### config.mk
export PLATFORM = sky130hd
export DESIGN_NAME = hazard_ctrl_unit
export DESIGN_NICKNAME = d
export VERILOG_FILES = /design/src/rtl/hazard_ctrl_unit.sv
export SDC_FILE = /design/constraint.sdc
export NUM_CORES = 1
export LEC_CHECK = 0
export CAP_MARGIN = 40
export CORE_MARGIN = 8
export CORE_UTILIZATION = 35
export DETAILED_ROUTE_END_ITERATION = 12
export MAX_ROUTING_LAYER = met4
export PLACE_DENSITY = 0.89
export SKIP_CTS_REPAIR_TIMING = 1
export SYNTH_ARGS = -nofsm -noshare
export SYNTH_HDL_FRONTEND = slang
export SYNTH_SLANG_ARGS = --single-unit
### constraint.sdc
create_clock -name clk -period 4.7 [get_ports clk]
set_clock_uncertainty 0.2 [all_clocks]
set_input_delay 0.94 -clock clk [delete_from_list [all_inputs] [get_ports clk]]
set_output_delay 0.94 -clock clk [all_outputs]
set_load 0.01 [all_outputs]
### src/rtl/hazard_ctrl_unit.sv
// Hazard/forwarding controller for a 5-stage pipe: load-use stalls, redirect flushes, EX write gating.
// Optional HAZ_PERF_CNT_EN adds saturating stall_cnt/flush_cnt performance counters.
module hazard_ctrl_unit #(
  parameter int REG_AW      = 3,
  parameter int LOAD_LAT    = 1,
  parameter int FLUSH_DEPTH = 1,
  parameter int CNT_W       = 16
) (
  input  logic              clk,
  input  logic              rst,
  input  logic [REG_AW-1:0] id_rs,
  input  logic [REG_AW-1:0] id_rt,
  input  logic              id_rs_used,
  input  logic              id_rt_used,
  input  logic [REG_AW-1:0] ex_rd,
  input  logic              ex_is_load,
  input  logic [REG_AW-1:0] mem_rd,
  input  logic              mem_rf_we,
  input  logic [REG_AW-1:0] wb_rd,
  input  logic              wb_rf_we,
  input  logic              redirect,
  input  logic              mc_busy,
  input  logic              ex_rf_we_in,
  input  logic              ex_mem_we_in,
  output logic              stall,
  output logic              flush_if_id,
  output logic              bubble_ex,
  output logic              ex_rf_we,
  output logic              ex_mem_we,
  output logic [1:0]        fwd_a,
  output logic [1:0]        fwd_b
`ifdef HAZ_PERF_CNT_EN
  ,
  output logic [CNT_W-1:0]  stall_cnt,
  output logic [CNT_W-1:0]  flush_cnt
`endif
);

  localparam int LCNT_W = (LOAD_LAT > 1) ? $clog2(LOAD_LAT) : 1;
  localparam logic [FLUSH_DEPTH-1:0] SR_LOAD = {FLUSH_DEPTH{1'b1}} >> 1;

  if (LOAD_LAT < 1 || FLUSH_DEPTH < 1 || CNT_W < 1) begin : g_param_check
    $error("hazard_ctrl_unit: LOAD_LAT, FLUSH_DEPTH and CNT_W must all be >= 1");
  end

  typedef enum logic {S_IDLE, S_LU_STALL} state_t;

  state_t                 state_q;
  logic [LCNT_W-1:0]      lat_cnt_q;
  logic [FLUSH_DEPTH-1:0] flush_sr_q;
  logic                   ex_kill_q;
  logic                   ex_kill_d;

  logic rs_ex_match, rt_ex_match, lu_hit, lu_stall;
  logic stall_c, bubble_c, flush_c;

  // Register 0 is hard-wired, so it never creates a dependency.
  assign rs_ex_match = id_rs_used && (id_rs != '0) && (id_rs == ex_rd);
  assign rt_ex_match = id_rt_used && (id_rt != '0) && (id_rt == ex_rd);
  assign lu_hit      = (state_q == S_IDLE) && ex_is_load && (rs_ex_match || rt_ex_match);
  assign lu_stall    = lu_hit || (state_q == S_LU_STALL);

  assign stall_c  = !rst && (mc_busy || (lu_stall && !redirect));
  assign bubble_c = stall_c && !mc_busy;
  assign flush_c  = !rst && (redirect || (flush_sr_q != '0));
  assign ex_kill_d = (flush_c || bubble_c) && !mc_busy;

  always_ff @(posedge clk) begin
    if (rst) begin
      state_q    <= S_IDLE;
      lat_cnt_q  <= '0;
      flush_sr_q <= '0;
      ex_kill_q  <= 1'b0;
    end else begin
      if (redirect) begin
        state_q    <= S_IDLE;
        lat_cnt_q  <= '0;
        flush_sr_q <= SR_LOAD;
      end else begin
        flush_sr_q <= flush_sr_q >> 1;
        case (state_q)
          S_IDLE: begin
            if (lu_hit && (LOAD_LAT > 1)) begin
              state_q   <= S_LU_STALL;
              lat_cnt_q <= LCNT_W'(LOAD_LAT - 1);
            end
          end
          S_LU_STALL: begin
            lat_cnt_q <= lat_cnt_q - LCNT_W'(1);
            if (lat_cnt_q == LCNT_W'(1)) begin
              state_q <= S_IDLE;
            end
          end
          default: state_q <= S_IDLE;
        endcase
      end
      // A frozen pipe keeps the same instruction in EX, so its kill status must persist.
      if (!mc_busy) begin
        ex_kill_q <= ex_kill_d;
      end
    end
  end

  function automatic logic [1:0] fwd_sel(input logic [REG_AW-1:0] src, input logic used);
    logic [1:0] sel;
    sel = 2'b00;
    if (used && (src != '0)) begin
      if (mem_rf_we && (mem_rd == src)) begin
        sel = 2'b01;
      end else if (wb_rf_we && (wb_rd == src)) begin
        sel = 2'b10;
      end
    end
    return sel;
  endfunction

  assign fwd_a       = fwd_sel(id_rs, id_rs_used);
  assign fwd_b       = fwd_sel(id_rt, id_rt_used);
  assign stall       = stall_c;
  assign bubble_ex   = bubble_c;
  assign flush_if_id = flush_c;
  assign ex_rf_we    = !rst && ex_rf_we_in && !ex_kill_q;
  assign ex_mem_we   = !rst && ex_mem_we_in && !ex_kill_q;

`ifdef HAZ_PERF_CNT_EN
  logic [CNT_W-1:0] stall_cnt_q;
  logic [CNT_W-1:0] flush_cnt_q;

  always_ff @(posedge clk) begin
    if (rst) begin
      stall_cnt_q <= '0;
      flush_cnt_q <= '0;
    end else begin
      if (bubble_c && (stall_cnt_q != '1)) begin
        stall_cnt_q <= stall_cnt_q + CNT_W'(1);
      end
      if (flush_c && (flush_cnt_q != '1)) begin
        flush_cnt_q <= flush_cnt_q + CNT_W'(1);
      end
    end
  end

  assign stall_cnt = stall_cnt_q;
  assign flush_cnt = flush_cnt_q;
`else
`endif

endmodule

# Word level (Yosys, flattened, before mapping)
# Cells that the tools add are included.
# Widths: inputs -> output; s select.
dict set report classes {
  reduce_logical 31
  eq_ne 6
  n_addsub 1
  mux 7
  bitwise 1
}
# cell count
set op_table {}
lappend op_table {{$logic_and 1x1->1} 19}
lappend op_table {{$eq 3x3->1} 6}
lappend op_table {{$mux 2} 6}
lappend op_table {{$reduce_bool 3->1} 2}
lappend op_table {{$logic_not 1->1} 4}
lappend op_table {{$logic_or 1x1->1} 4}
lappend op_table {{$reduce_or 3->1} 1}
lappend op_table {{$reduce_or 2->1} 1}
lappend op_table {{$mux 1} 1}
lappend op_table {{$not 1->1} 1}
lappend op_table {{$sub 1x1->1 const B} 1}
dict set report word_totals {
  regBits 3
}

# Logic depth before layout (Yosys ltp)
# Gate-level depths: netlist of run 1.
dict set report depth {
  ltp_word 12
  mapped_depth 5
  mapped_depth_nobuf 4
}

# Least setup slack after synthesis of run 1
# Ideal clock, no wire load.
dict set report synth_timing {
  kind {input -> output}
  start {input port id_rs[2]}
  end {output port bubble_ex}
  path_stages 5
  required_ns 3.560
  setup_slack_ns 1.608
  path_buffers 1
  arrival_ns 1.952
  cell_sequence {buf_4 xnor2_2 and4_4 nand2_2 a2111oi_2}
}
dict set report synth_between {
  elab_chain_cells 10
  elab_cells_between_ends 11
  classes_between {eq/ne: 1; reduce/logical: 10}
}
# item line
set synth_rtl {}
lappend synth_rtl {{start, declared} 11} ;# input logic [REG_AW-1:0] id_rs,
lappend synth_rtl {{$reduce_bool 3->1} 58} ;# assign rs_ex_match = id_rs_used && (id_rs != '0) && (id_rs == ex_rd);
lappend synth_rtl {{$logic_and 1x1->1} 58}
lappend synth_rtl {{$logic_and 1x1->1 *} 58}
lappend synth_rtl {{$logic_or 1x1->1 *} 60} ;# assign lu_hit = (state_q == S_IDLE) && ex_is_load && (rs_ex_match || rt_ex_match);
lappend synth_rtl {{$logic_and 1x1->1 *} 60}
lappend synth_rtl {{$logic_or 1x1->1 *} 61} ;# assign lu_stall = lu_hit || (state_q == S_LU_STALL);
lappend synth_rtl {{$logic_and 1x1->1 *} 63} ;# assign stall_c = !rst && (mc_busy || (lu_stall && !redirect));
lappend synth_rtl {{$logic_or 1x1->1 *} 63}
lappend synth_rtl {{$logic_and 1x1->1 *} 63}
lappend synth_rtl {{$logic_and 1x1->1 *} 64} ;# assign bubble_c = stall_c && !mc_busy;
lappend synth_rtl {{end, declared} 27} ;# output logic bubble_ex,
# Mark *: on every way between the ends. The rest lies on a longest branch, timed or not.

# Worst setup path in the final report of run 1
# Same ends and word-level chain as after synthesis.

==> load_flow_metrics.sql, run 1 <==
INSERT INTO impl_metrics (metric_group, metric, value, unit) VALUES
('floorplanning', 'core', '0.00127', 'sq mm'),
('route', 'routedWlPerCell', '15.1', 'um'),
('placement', 'cell_area_placed', '795', 'sq um'),
('global_routing', 'globalRouteMet1Util', '0.116', ''),
('timing', 'fin_crit', '4130', 'ps'),
('clock_tree', 'clk_transition_reported_paths', '40', 'ps'),
('timing', 'setup_total_negative_slack', '0', 'ps'),
('yosys', 'synth-edff-count', '0', ''),
('clock_tree', 'cts_tree', 'yes', ''),
('power_and_ir_drop', 'power_per_unit_of_standard_cell_area', '164', 'mW/mm^2'),
('clock_tree', 'cts_buffer_depth', '2', ''),
('placement', 'buffer_ports.inserted', '34', ''),
('setup_path', 'ff2ff_path_depth', '2', ''),
('yosys', 'synth_top_cell_area_share', '0.207', ''),
('route', 'drt-pass1-iter-count', '2', ''),
('setup_path', 'setup.worst_path.start_class', 'input port', ''),
('flow_run', 'max_cap_violations', '0', ''),
('global_routing', 'gr-max-usage-layer', 'met2', ''),
('clock_tree', 'h-tree-depth', '1', ''),
('floorplanning', 'initial_core_utilization', '0.367', ''),
('yosys', 'ys_top_cells_by_area', 'xnor2_1 21%, dfxtp_1 13%, xor2_1 11%, xnor2_2 7.0%, buf_6 4.8%', ''),
('setup_path', 'cp_max_fo', '5', ''),
('timing', 'tightestPinTransition', '335', 'ps'),
('clock_tree', 'clock_sink_count', '3', ''),
('final_layout', 'postLayoutCoreUtil', '0.647', ''),
('timing', 'fin_hold_ws', '260', 'ps'),
('route', 'drt_drc_violations_left', '0', ''),
('global_routing', 'grtUsageMet3', '0.0426', ''),
('yosys', 'sequential_area_share_after_synthesis', '0.129', ''),
('yosys', 'synth.ff_latch_count', '3', ''),
('floorplanning', 'chip_width', '52.5', 'um'),
('yosys', 'synth_ff_type', 'dfxtp_1', ''),
('yosys', 'synth_most_common_cell', 'xnor2_1', ''),
('global_routing', 'gr-usage-all-layers', '0.118', ''),
('floorplanning', 'die_h', '52.5', 'um'),
('route', 'via_per_inst', '5.19', ''),
('placement', 'post-dp-hpwl', '1.26', 'mm'),
('timing', 'finalSetupViolations', '0', ''),
('yosys', 'synthesis.nets', '78', ''),
('floorplanning', 'ios', '35', ''),
('setup_path', 'worst_ep_arrival_time', '2990', 'ps'),
('yosys', 'postSynthCellCount', '52', ''),
('final_layout', 'drive_above_1_share', '0.115', ''),
('global_routing', 'grt_start_max_net_pins', '9', ''),
('setup_path', 'endpoint_kind', 'output port', ''),
('timing', 'final-hold-violation-count', '0', ''),
('route', 'vias', '529', ''),
('yosys', 'synth_top_cell_by_area', 'xnor2_1', ''),
('clock_tree', 'clock_insertion_delay_worst_skew', '230', 'ps'),
('timing', 'grt_setup_unrepaired', 'no', ''),
('outcome', 'result_of_the_run', 'finished, final reports clean', ''),
('final_layout', 'area.growth.synth_to_final', '76.3', '%'),
('route', 'detail-route-antenna-nets', '0', ''),
('final_layout', 'layout.filler_cells', '129', ''),
('setup_path', 'startpoint_to_endpoint_class_of_the_critical_path', 'input port to output port', ''),
('timing', 'max_slew_margin', '0.775', ''),
('min_path', 'worst_min_delay_path_class', 'flop to flop', ''),
('global_routing', 'via_count_of_the_first_global_routing_pass', '569', ''),
('setup_path', 'timing.critical_path.required', '3560', 'ps'),
('timing', 'max_freq', '242', 'MHz'),
('timing', 'final.period_utilization', '0.879', ''),
('route', 'routed_wirelength', '1.55', 'mm'),
('yosys', 'netlist_area', '465', 'sq um'),
('placement', 'final_weighted_congestion_in_routability_driven_placement', '0.765', ''),
('power_and_ir_drop', 'power_leakage', '0.279', 'nW'),
('final_layout', 'finalNetCount', '114', ''),
('global_routing', 'grt.met2_usage', '0.204', ''),
('yosys', 'async_flop_share', '0', ''),
('global_routing', 'gr_overflow_total', '0', ''),
('global_routing', 'grt_first_pass_wirelength', '2.44', 'mm'),
('yosys', 'ys.warnings.count', '0', '');
per-layer routing:
| metal | vias up | wire length, um | share of wire |
|---|---|---|---|
| met3 | 0 | 140 | 0.091 |
| li1 | 263 | - | - |
| met4 | 0 | 0 | 0 |
| met1 | 242 | 612 | 0.40 |
| met5 | - | 0 | 0 |
| met2 | 24 | 792 | 0.51 |
flip-flops by register name, indices dropped and copies added (netlist names):
| register | cells |
|---|---|
| lat_cnt_q | 1 |
| ex_kill_q | 1 |
| state_q | 1 |
worst max-delay path: stages:
cell             delay, ps
clkdlybuf4s50_1        650
xnor2_2                150
and4_4                 240
nand2_2                 60
a2111oi_2              360
clkdlybuf4s50_1        600
cell families (layout without fill, tap and decap cells):
family / Yosys count / after routing / share of synthesized area
AOI/OAI and AO/OA: 9 / 9 / 0.175
xor gates and xnor gates: 19 / 19 / 0.390
buffers and inverters: 5 / 40 / 0.0807
DFF: 3 / 3 / 0.129
and+or+nand+nor: 16 / 16 / 0.226
area by class of cell:
cell class              instances  area share
multi-input cells              44       0.448
repair buffers                 34       0.415
flip-flops and latches          3      0.0732
clock buffers                   4      0.0320
well taps                      15      0.0229
inverters                       2     0.00915
path summary, 6_finish.rpt:
check,slack [ps],startpoint,to
hold reg to reg,260,lat_cnt_q,state_q
setup reg to reg,3650,state_q,ex_kill_q
setup / recovery,570,id_rs[2],bubble_ex
hold / removal,260,lat_cnt_q,state_q
placed cells by master (no fill, tap or decap), types with 2 or more instances in the layout:
cell type	synthesis	routed
nor3_1	4	4
nor3b_1	2	2
and4_1	2	2
a221oi_1	2	2
nand4_1	2	2
xnor2_1	11	11
nor2_1	2	2
inv_1	2	2
clkbuf_4	0	3
clkdlybuf4s50_1	0	34
dfxtp_1	3	3
xnor2_2	2	2
xor2_1	6	6
report_power, final:
part | total, mW | switching, mW | leakage, nW | internal [mW]
Clock | 0.0469 | 0.0150 | 0.0150 | 0.0319
Combinational | 0.0611 | 0.0238 | 0.240 | 0.0373
Sequential | 0.0266 | 0.000411 | 0.0244 | 0.0262
Total | 0.135 | 0.0392 | 0.279 | 0.0954
through the flow:
step                      total power, mW  cells  worst slack [ps]
after floorplan                    0.0543     52              1610
after global placement             0.0871     98               590
after detailed placement           0.0880     98               563
after CTS                           0.138    102               559
after global routing                0.144    102               496
final                               0.135    102               568
(Power assumes the default switching activity.)
==> inputs of run 2 (changes only) <==
- SKIP_CTS_REPAIR_TIMING: 1 -> unset
- SLEW_MARGIN: unset -> 10
==> results of run 2 <==
Same layout as run 1: the final DEF is identical, and so are final timing and power.
==> inputs of run 3 (changes only) <==
- CAP_MARGIN: 40 -> unset
==> results of run 3 <==
Same layout as run 1: the final DEF is identical, and so are final timing and power.
